File: src/rtl/adpll_pkg.sv
// Shared types and widths for the ADPLL lock-detect slice.
`timescale 1ns/1ps
package adpll_pkg;

    localparam int MAG_W  = 5;
    localparam int SLIP_W = 8;

    typedef enum logic [1:0] {
        NO_REF = 2'd0,
        ACQ    = 2'd1,
        LOCKED = 2'd2,
        SLIP   = 2'd3
    } lock_state_t;

    // SLIP is still reported as locked, so it matters for slip accounting too.
    function automatic logic is_lock_state(input lock_state_t s);
        return (s == LOCKED) || (s == SLIP);
    endfunction

endpackage

File: src/rtl/adpll_sync_edge.sv
// Multi-flop synchroniser for an asynchronous input followed by a registered rising-edge pulse.
`timescale 1ns/1ps
module adpll_sync_edge #(
    parameter int STAGES = 2
) (
    input  logic clk,
    input  logic rst_n,
    input  logic async_in,
    output logic rise_pulse
);

    logic [STAGES-1:0] sync_q;
    logic              last_q;

    // NOTE: sequential state uses non-blocking assignments so every flop samples pre-edge values.
    always_ff @(posedge clk or negedge rst_n) begin
        if (!rst_n) begin
            sync_q     <= '0;
            last_q     <= 1'b0;
            rise_pulse <= 1'b0;
        end else begin
            sync_q     <= {sync_q[STAGES-2:0], async_in};
            last_q     <= sync_q[STAGES-1];
            rise_pulse <= sync_q[STAGES-1] & ~last_q;
        end
    end

endmodule

File: src/rtl/adpll_lock_detect.sv
// ADPLL lock detector: per-reference-edge tolerance check with lock/unlock hysteresis,
// reference-loss watchdog, peak-error and slip diagnostics.
`timescale 1ns/1ps
module adpll_lock_detect
    import adpll_pkg::*;
#(
    parameter int LOCK_CNT    = 16,
    parameter int UNLOCK_CNT  = 4,
    parameter int REF_TIMEOUT = 1024,
    parameter int SYNC_STAGES = 2
) (
    input  logic              clk,
    input  logic              rst_n,
    input  logic              clk_ref,
    input  logic [MAG_W-1:0]  filter_out,
    input  logic              filter_sign,
    input  logic [MAG_W-1:0]  tol,
    input  logic              stat_clr,
    output logic              locked,
    output logic [1:0]        lock_state,
    output logic              ref_lost,
    output logic [MAG_W-1:0]  err_peak,
    output logic [SLIP_W-1:0] slip_cnt
);

    localparam int GOOD_W = $clog2(LOCK_CNT + 1);
    localparam int BAD_W  = $clog2(UNLOCK_CNT + 1);
    localparam int TMR_W  = $clog2(REF_TIMEOUT);

    localparam logic [GOOD_W-1:0] GOOD_LAST   = GOOD_W'(LOCK_CNT - 1);
    localparam logic [BAD_W-1:0]  UNLOCK_LAST = BAD_W'(UNLOCK_CNT - 1);
    localparam logic [TMR_W-1:0]  TMR_MAX     = TMR_W'(REF_TIMEOUT - 1);

    lock_state_t       state_q;
    logic [GOOD_W-1:0] good_q;
    logic [BAD_W-1:0]  bad_q;
    logic [TMR_W-1:0]  tmr_q;
    logic              ref_evt;
    logic              in_tol;
    logic              timeout;
    logic              sample_evt;
    logic              slip_evt;
    logic              unused_sign;

    // Magnitude-only comparison: the loop-filter sign never affects lock.
    assign unused_sign = filter_sign;
    assign lock_state  = state_q;

    adpll_sync_edge #(
        .STAGES (SYNC_STAGES)
    ) u_ref_sync (
        .clk        (clk),
        .rst_n      (rst_n),
        .async_in   (clk_ref),
        .rise_pulse (ref_evt)
    );

    // NOTE: every always_comb output gets a default first so no latch can be inferred.
    always_comb begin
        in_tol     = (filter_out <= tol);
        timeout    = (tmr_q == TMR_MAX) && !ref_evt;
        sample_evt = ref_evt && (state_q != NO_REF);
        slip_evt   = 1'b0;
        if (timeout) begin
            slip_evt = is_lock_state(state_q);
        end else if (ref_evt && !in_tol) begin
            if (state_q == LOCKED && UNLOCK_CNT == 1)
                slip_evt = 1'b1;
            else if (state_q == SLIP && bad_q == UNLOCK_LAST)
                slip_evt = 1'b1;
        end
    end

    always_ff @(posedge clk or negedge rst_n) begin
        if (!rst_n) begin
            tmr_q <= '0;
        end else if (ref_evt) begin
            tmr_q <= '0;
        end else if (tmr_q != TMR_MAX) begin
            tmr_q <= tmr_q + 1'b1;
        end
    end

    always_ff @(posedge clk or negedge rst_n) begin
        if (!rst_n) begin
            state_q  <= NO_REF;
            good_q   <= '0;
            bad_q    <= '0;
            locked   <= 1'b0;
            ref_lost <= 1'b0;
        end else if (timeout) begin
            state_q  <= NO_REF;
            good_q   <= '0;
            bad_q    <= '0;
            locked   <= 1'b0;
            ref_lost <= 1'b1;
        end else if (ref_evt) begin
            ref_lost <= 1'b0;
            case (state_q)
                NO_REF: begin
                    state_q <= ACQ;
                    good_q  <= '0;
                end
                ACQ: begin
                    if (!in_tol) begin
                        good_q <= '0;
                    end else if (good_q == GOOD_LAST) begin
                        state_q <= LOCKED;
                        good_q  <= '0;
                        locked  <= 1'b1;
                    end else begin
                        good_q <= good_q + 1'b1;
                    end
                end
                LOCKED: begin
                    if (!in_tol) begin
                        if (UNLOCK_CNT == 1) begin
                            state_q <= ACQ;
                            good_q  <= '0;
                            locked  <= 1'b0;
                        end else begin
                            state_q <= SLIP;
                            bad_q   <= BAD_W'(1);
                        end
                    end
                end
                SLIP: begin
                    if (in_tol) begin
                        state_q <= LOCKED;
                        bad_q   <= '0;
                    end else if (bad_q == UNLOCK_LAST) begin
                        state_q <= ACQ;
                        good_q  <= '0;
                        bad_q   <= '0;
                        locked  <= 1'b0;
                    end else begin
                        bad_q <= bad_q + 1'b1;
                    end
                end
                default: state_q <= NO_REF;
            endcase
        end
    end

    // A clear coincident with a sample or slip keeps that event rather than dropping it.
    always_ff @(posedge clk or negedge rst_n) begin
        if (!rst_n) begin
            err_peak <= '0;
            slip_cnt <= '0;
        end else if (stat_clr) begin
            err_peak <= sample_evt ? filter_out : '0;
            slip_cnt <= slip_evt ? SLIP_W'(1) : '0;
        end else begin
            if (sample_evt && (filter_out > err_peak))
                err_peak <= filter_out;
            if (slip_evt && (slip_cnt != '1))
                slip_cnt <= slip_cnt + 1'b1;
        end
    end

endmodule

File: config.mk
export PLATFORM = sky130hd
export DESIGN_NAME = adpll_lock_detect
export DESIGN_NICKNAME = d
export VERILOG_FILES = /design/src/rtl/adpll_pkg.sv /design/src/rtl/adpll_sync_edge.sv /design/src/rtl/adpll_lock_detect.sv
export SDC_FILE = /design/constraint.sdc
export NUM_CORES = 1
export LEC_CHECK = 0
export CORE_MARGIN = 5
export CORE_UTILIZATION = 58
export DETAILED_ROUTE_END_ITERATION = 8
export GPL_ROUTABILITY_DRIVEN = 0
export PLACE_DENSITY = 0.84
export SYNTH_ARGS = -nofsm -noshare
export SYNTH_HDL_FRONTEND = slang
export SYNTH_SLANG_ARGS = --single-unit
File: constraint.sdc
create_clock -name clk -period 5.25 [get_ports clk]
set_input_delay 1.3125 -clock clk [delete_from_list [all_inputs] [get_ports clk]]
set_output_delay 1.3125 -clock clk [all_outputs]
set_load 0.05 [all_outputs]
After elaboration in Yosys (flattened, before gate mapping). Index checks and enable logic that the tools add are counted.

$add $sub $neg: 4. Magnitude comparators: 2. Equality and inequality tests: 14. Muxes and demuxes: 41. Bitwise operators: 2. Reductions and logical operators: 22.

Operators by type and width (number): two-way mux 5 bit (9); two-way mux 10 bit (2); two-way mux 8 bit (2); two-way mux 3 bit (5); one-hot mux 5 bit (3 select lines) (1); two-way mux 2 bit (7); two-way mux 1 bit (12); != test 3 bit, second input constant (4); adder 10 x 1 -> 10 bit, second input constant (1); == test 10 bit, second input constant (1); != test 10 bit, second input constant (1); nonzero test 2 bit (5); adder 8 x 1 -> 8 bit, second input constant (1); != test 8 bit, second input constant (1); one-hot mux 2 bit (4 select lines) (1); logical AND 1 bit (6); one-hot mux 3 bit (2 select lines) (1); AND reduction 6 bit (1); nonzero test 3 bit (2); adder 5 x 1 -> 5 bit, second input constant (1); == test 5 x 4 -> 1 bit, second input constant (1); > comparator 5 bit (1); less-or-equal comparator 5 bit (1); AND reduction 5 bit (1); other kinds (15) (17).

Bits in registers: 39. Input port bits: 15. Output and inout bits: 17. Word-level logic and storage cells: 96.

Longest topological paths before layout.
Depth in word-level cells: 8. Depth in mapped cells: 9.

Modules after synthesis. Synthesis repeated with hierarchy kept, for this count alone.

Cell total of the unflattened synthesis: 263. Area, all modules: 2423.6 um2.

By module, submodules not included: adpll_lock_detect (times used 1, cells an instance 258, area an instance 2309.7 um2, sequential area each 875.8 um2); adpll_sync_edge (times used 1, cells an instance 5, area an instance 113.9 um2, sequential area each 100.1 um2).

Worst setup path before layout. No wires, ideal clock.

Path type: input -> register. From: input tol[3]. To: register good_q[0]. Arrival: 2920 ps. Data required time: 5155 ps. Path slack: 2234 ps. Stages on the path: 8. Buffers on the path: 0. Path through: inv_1 > ha_1 > and3_1 > o21ai_0 > a22oi_1 > nor4b_4 > nand2b_1 > o31ai_1.

Word-level cells in the longest chain between the ends: 5. Elaborated cells on any way between the ends: 7. Classes of those cells: order compare (1); eq/ne (1); mux (4); reduce/logical (1).

RTL lines: from (decl) (line adpll_lock_detect.sv:17) `input logic [MAG_W-1:0] tol,`; less-or-equal comparator 5 bit (*) (line adpll_lock_detect.sv:60) `in_tol = (filter_out <= tol);`; two-way mux 5 bit (line adpll_lock_detect.sv:105) `if (!in_tol) begin`; one-hot mux 5 bit (3 select lines) (line adpll_lock_detect.sv:99) `case (state_q)`; two-way mux 5 bit (line adpll_lock_detect.sv:97) `end else if (ref_evt) begin`; two-way mux 5 bit (line adpll_lock_detect.sv:91) `end else if (timeout) begin`; to (signal assigned) (line adpll_lock_detect.sv:112) `good_q <= good_q + 1'b1;`; to (decl) (line adpll_lock_detect.sv:35) `logic [GOOD_W-1:0] good_q;`.

Every way passes the cells marked *; elsewhere a longest branch is shown, timed or not. The select of a mux whose other input is x is not followed. A chain may end at the register's enable or synchronous reset.

Worst setup path in the final report.
From: input filter_out[3]. To: register good_q[0].

Word-level cells in the longest chain between the ends: 5. Elaborated cells on any way between the ends: 7. Classes of those cells: order compare (1); eq/ne (1); mux (4); reduce/logical (1).

RTL lines: from (decl) (line adpll_lock_detect.sv:15) `input logic [MAG_W-1:0] filter_out,`; less-or-equal comparator 5 bit (*) (line adpll_lock_detect.sv:60); two-way mux 5 bit (line adpll_lock_detect.sv:105); one-hot mux 5 bit (3 select lines) (line adpll_lock_detect.sv:99); two-way mux 5 bit (line adpll_lock_detect.sv:97); two-way mux 5 bit (line adpll_lock_detect.sv:91).

Marks and branches as above.

==> impl_metrics.yaml <==
clocking:
  cts_tree: "done"
  ctsResizeCount: 0
  clockRootBuffer: "clkbuf_8"
  post-cts-setup-buffer-count: 0
  clock_path_buffers: 2
  cts_buffers: 5
  clkLatencyLatePin_ps: 290
  clkSinkCount: 39
  hold_buffers: 0
  htree_levels: 2
  clkTransAtPathRegs_ps: 70
layout:
  final_nets: 294
  antenna_cells: 0
  final-instance-count-excl-fill: 314
  postLayoutCoreUtil_pct: 71.2
  layout-drive-gt1-share_pct: 4.51
  fillers: 307
  synthToLayoutAreaGrowth_pct: 18.5
synthesis:
  synth_area_leader_cell: "dfrtp_1"
  ys_types: 42
  synth_nets: 266
  ys_ff_latch: 39
  async_reset_ff_share_pct: 100
  yosysMostFrequentCell: "dfrtp_1"
  synth-edff-count: 0
  yosysTopAreaCellShare_pct: 44.0
  synth_area_per_cell_um2: 9.35
  synth-main-ff-cell: "dfrtp_1"
  syn_inst: 237
  synth_commonest_cells: "39 x dfrtp_1, 24 x nor2_1, 21 x nand2_1, 20 x a21oi_1, 18 x inv_1"
  synth_warnings: 0
  yosysSeqAreaShare_pct: 44.0
  netlist_area_mm2: 0.00222
  ys_top_cells_by_area: "dfrtp_1 44%, ha_1 7.9%, a21oi_1 4.5%"
worst_setup_path:
  critPathKind: "in -> reg"
  cpMaxStageDelayCell: "clkdlybuf4s50_1"
  crit_fanout: 6
  cp-end-kind: "register"
  critPathTopFamily: "compound AO/OA/AOI/OAI gates"
  cp_num_buf_inv: 1
  critical_path.max_stage_delay_ps: 490
  start_kind: "primary input"
  arrival_ps: 3760
  required_ps: 5450
  cp_cell_sequence: "clkdlybuf4s50_1, ha_1, and3_1, o21ai_0, a22oi_1, nor4b_4, nand2b_1, o31ai_1"
global_route:
  grt_pass1_vias: 1713
  grt_overflow: 0
  grt_start_max_net_pins: 40
  track_usage_pct: 18.4
  grt_pass1_wl_mm: 7.61
  grt_antenna_before_repair: 0
power_and_ir_drop:
  ir_drop_uv: 218
  p_comb_share_pct: 19.7
  p_leak_nw: 1.24
  power_w: 0.000716
  internal_power_w: 0.000503
  powerDensity_mw_per_mm2: 273
  seqPwrFrac_pct: 49.6
  switchingPower_w: 0.000213
  clock_power_share_pct: 30.7
  swShare_pct: 29.7
worst_hold_path:
  hold_class: "reg -> reg"
place:
  hpwlAfterDp_mm: 3.24
  dp_cells: 306
  portBuffers: 30
sta:
  post-route-min-period_ps: 3560
  hold_viol: 0
  worstMarginPinSlew_ps: 838
  setup_viol: 0
  finalCritPeriodShare_pct: 67.7
  setup-tns-final_ps: 0
  slew_headroom_pct: 44.2
  finalClockSkew_ps: 5.20
  max_freq_ghz: 0.281
  finalMaxSlewViolations: 0
  rsz0062_at_grt: "false"
drt:
  final_antenna_net_count: 0
  drtPass1Iterations: 4
  wirelength_mm: 4.44
  vias: 1802
  wl_per_cell_um: 14.1
  drc: 0
  viasPerCell: 5.74
  first_iter_violations: 81
floorplan:
  dieWidth_um: 71.8
  num_rows: 22
  die_area_mm2: 0.00516
  die_y_um: 71.8
  start_util_pct: 60.1
  core-area_mm2: 0.00369
  ios: 32
job:
  max_cap_violations: 0
run_status:
  status: "finished clean"
## sequential cells by signal, indices dropped and copies added, names as in the netlist, 2 cells and up
register / cells
slip_cnt: 8
good_q: 5
lock_state: 2
bad_q: 3
tmr_q: 10
err_peak: 5
u_ref_sync.sync_q: 2
## placed cells by master, fill, tap and decap left out, drive strengths merged, types with 7 or more instances in the layout
cell and instances:
mux2i 8, nor2 24, nand4 7, nand3 11
nand2 21, o22ai 7, o21ai 11, dfrtp 39
clkbuf 8, clkdlybuf4s50 29, a21oi 20, ha 14
inv 18
## layer usage
layer  up-vias  share of wire [%]  track usage (%)
li1        893                  -                -
met5         -                  0                0
met3         8                5.1             4.63
met2        47                 49             30.7
met1       854                 44             23.8
met4         0                1.5             5.01
## power by group through the flow
| stage | Clock [W] | Combinational [W] | Sequential (W) |
|---|---|---|---|
| 6_report | 0.000220 | 0.000141 | 0.000355 |
| 5_1_grt | 0.000241 | 0.000159 | 0.000362 |
| 4_1_cts | 0.000224 | 0.000143 | 0.000355 |
| 3_5_place_dp | 0 | 0.000142 | 0.000361 |
| 3_3_place_gp | 0 | 0.000135 | 0.000360 |
| 2_1_floorplan | 0 | 0.0000801 | 0.000371 |
## worst paths after layout
kind	startpoint	to	slack (ps)	depth (start not counted)
max in group asynchronous	rst_n	slip_cnt[1]$_DFFE_PN0P_	3610	1
min in group asynchronous	rst_n	lock_state[1]$_DFFE_PN0P_	1120	1
min reg2reg	u_ref_sync.sync_q[0]$_DFF_PN0_	u_ref_sync.sync_q[1]$_DFF_PN0_	350	0
min	u_ref_sync.sync_q[0]$_DFF_PN0_	u_ref_sync.sync_q[1]$_DFF_PN0_	350	0
max	filter_out[3]	good_q[0]$_DFFE_PN0P_	1690	8
max reg2reg	tmr_q[0]$_DFFE_PN0N_	slip_cnt[5]$_DFFE_PN0P_	3030	7
## per-stage QoR
| step | instance area (um^2) | hold slack, ps | setup WS, ps |
|---|---|---|---|
| 2_1_floorplan | 2220 | 331 | 2230 |
| 3_3_place_gp | 2520 | 334 | 1480 |
| 3_5_place_dp | 2520 | 340 | 1400 |
| 4_1_cts | 2630 | 356 | 1710 |
| 5_1_grt | 2630 | 371 | 1550 |
| 6_report | 2630 | 352 | 1690 |
## cell families after synthesis
family / after synthesis / synth area share [%]
xor gates and xnor gates: 10 / 3.95
AOI/OAI and AO/OA: 53 / 14.7
adders and majority gates: 14 / 7.91
and+or+nand+nor: 86 / 20.6
buffers and inverters: 27 / 5.14
DFF: 39 / 44.0
muxes: 8 / 3.61
## layout make-up
class                           instances  area (um^2)  area share, %
Multi-Input combinational cell        171         1130           42.9
Sequential cell                        39          976           37.2
Timing Repair Buffer                   30          295           11.2
Clock buffer                            8          100           3.81
Inverter                               18         67.6           2.57
Tap cell                               48         60.1           2.29
Power figures use the tool's default switching activity.
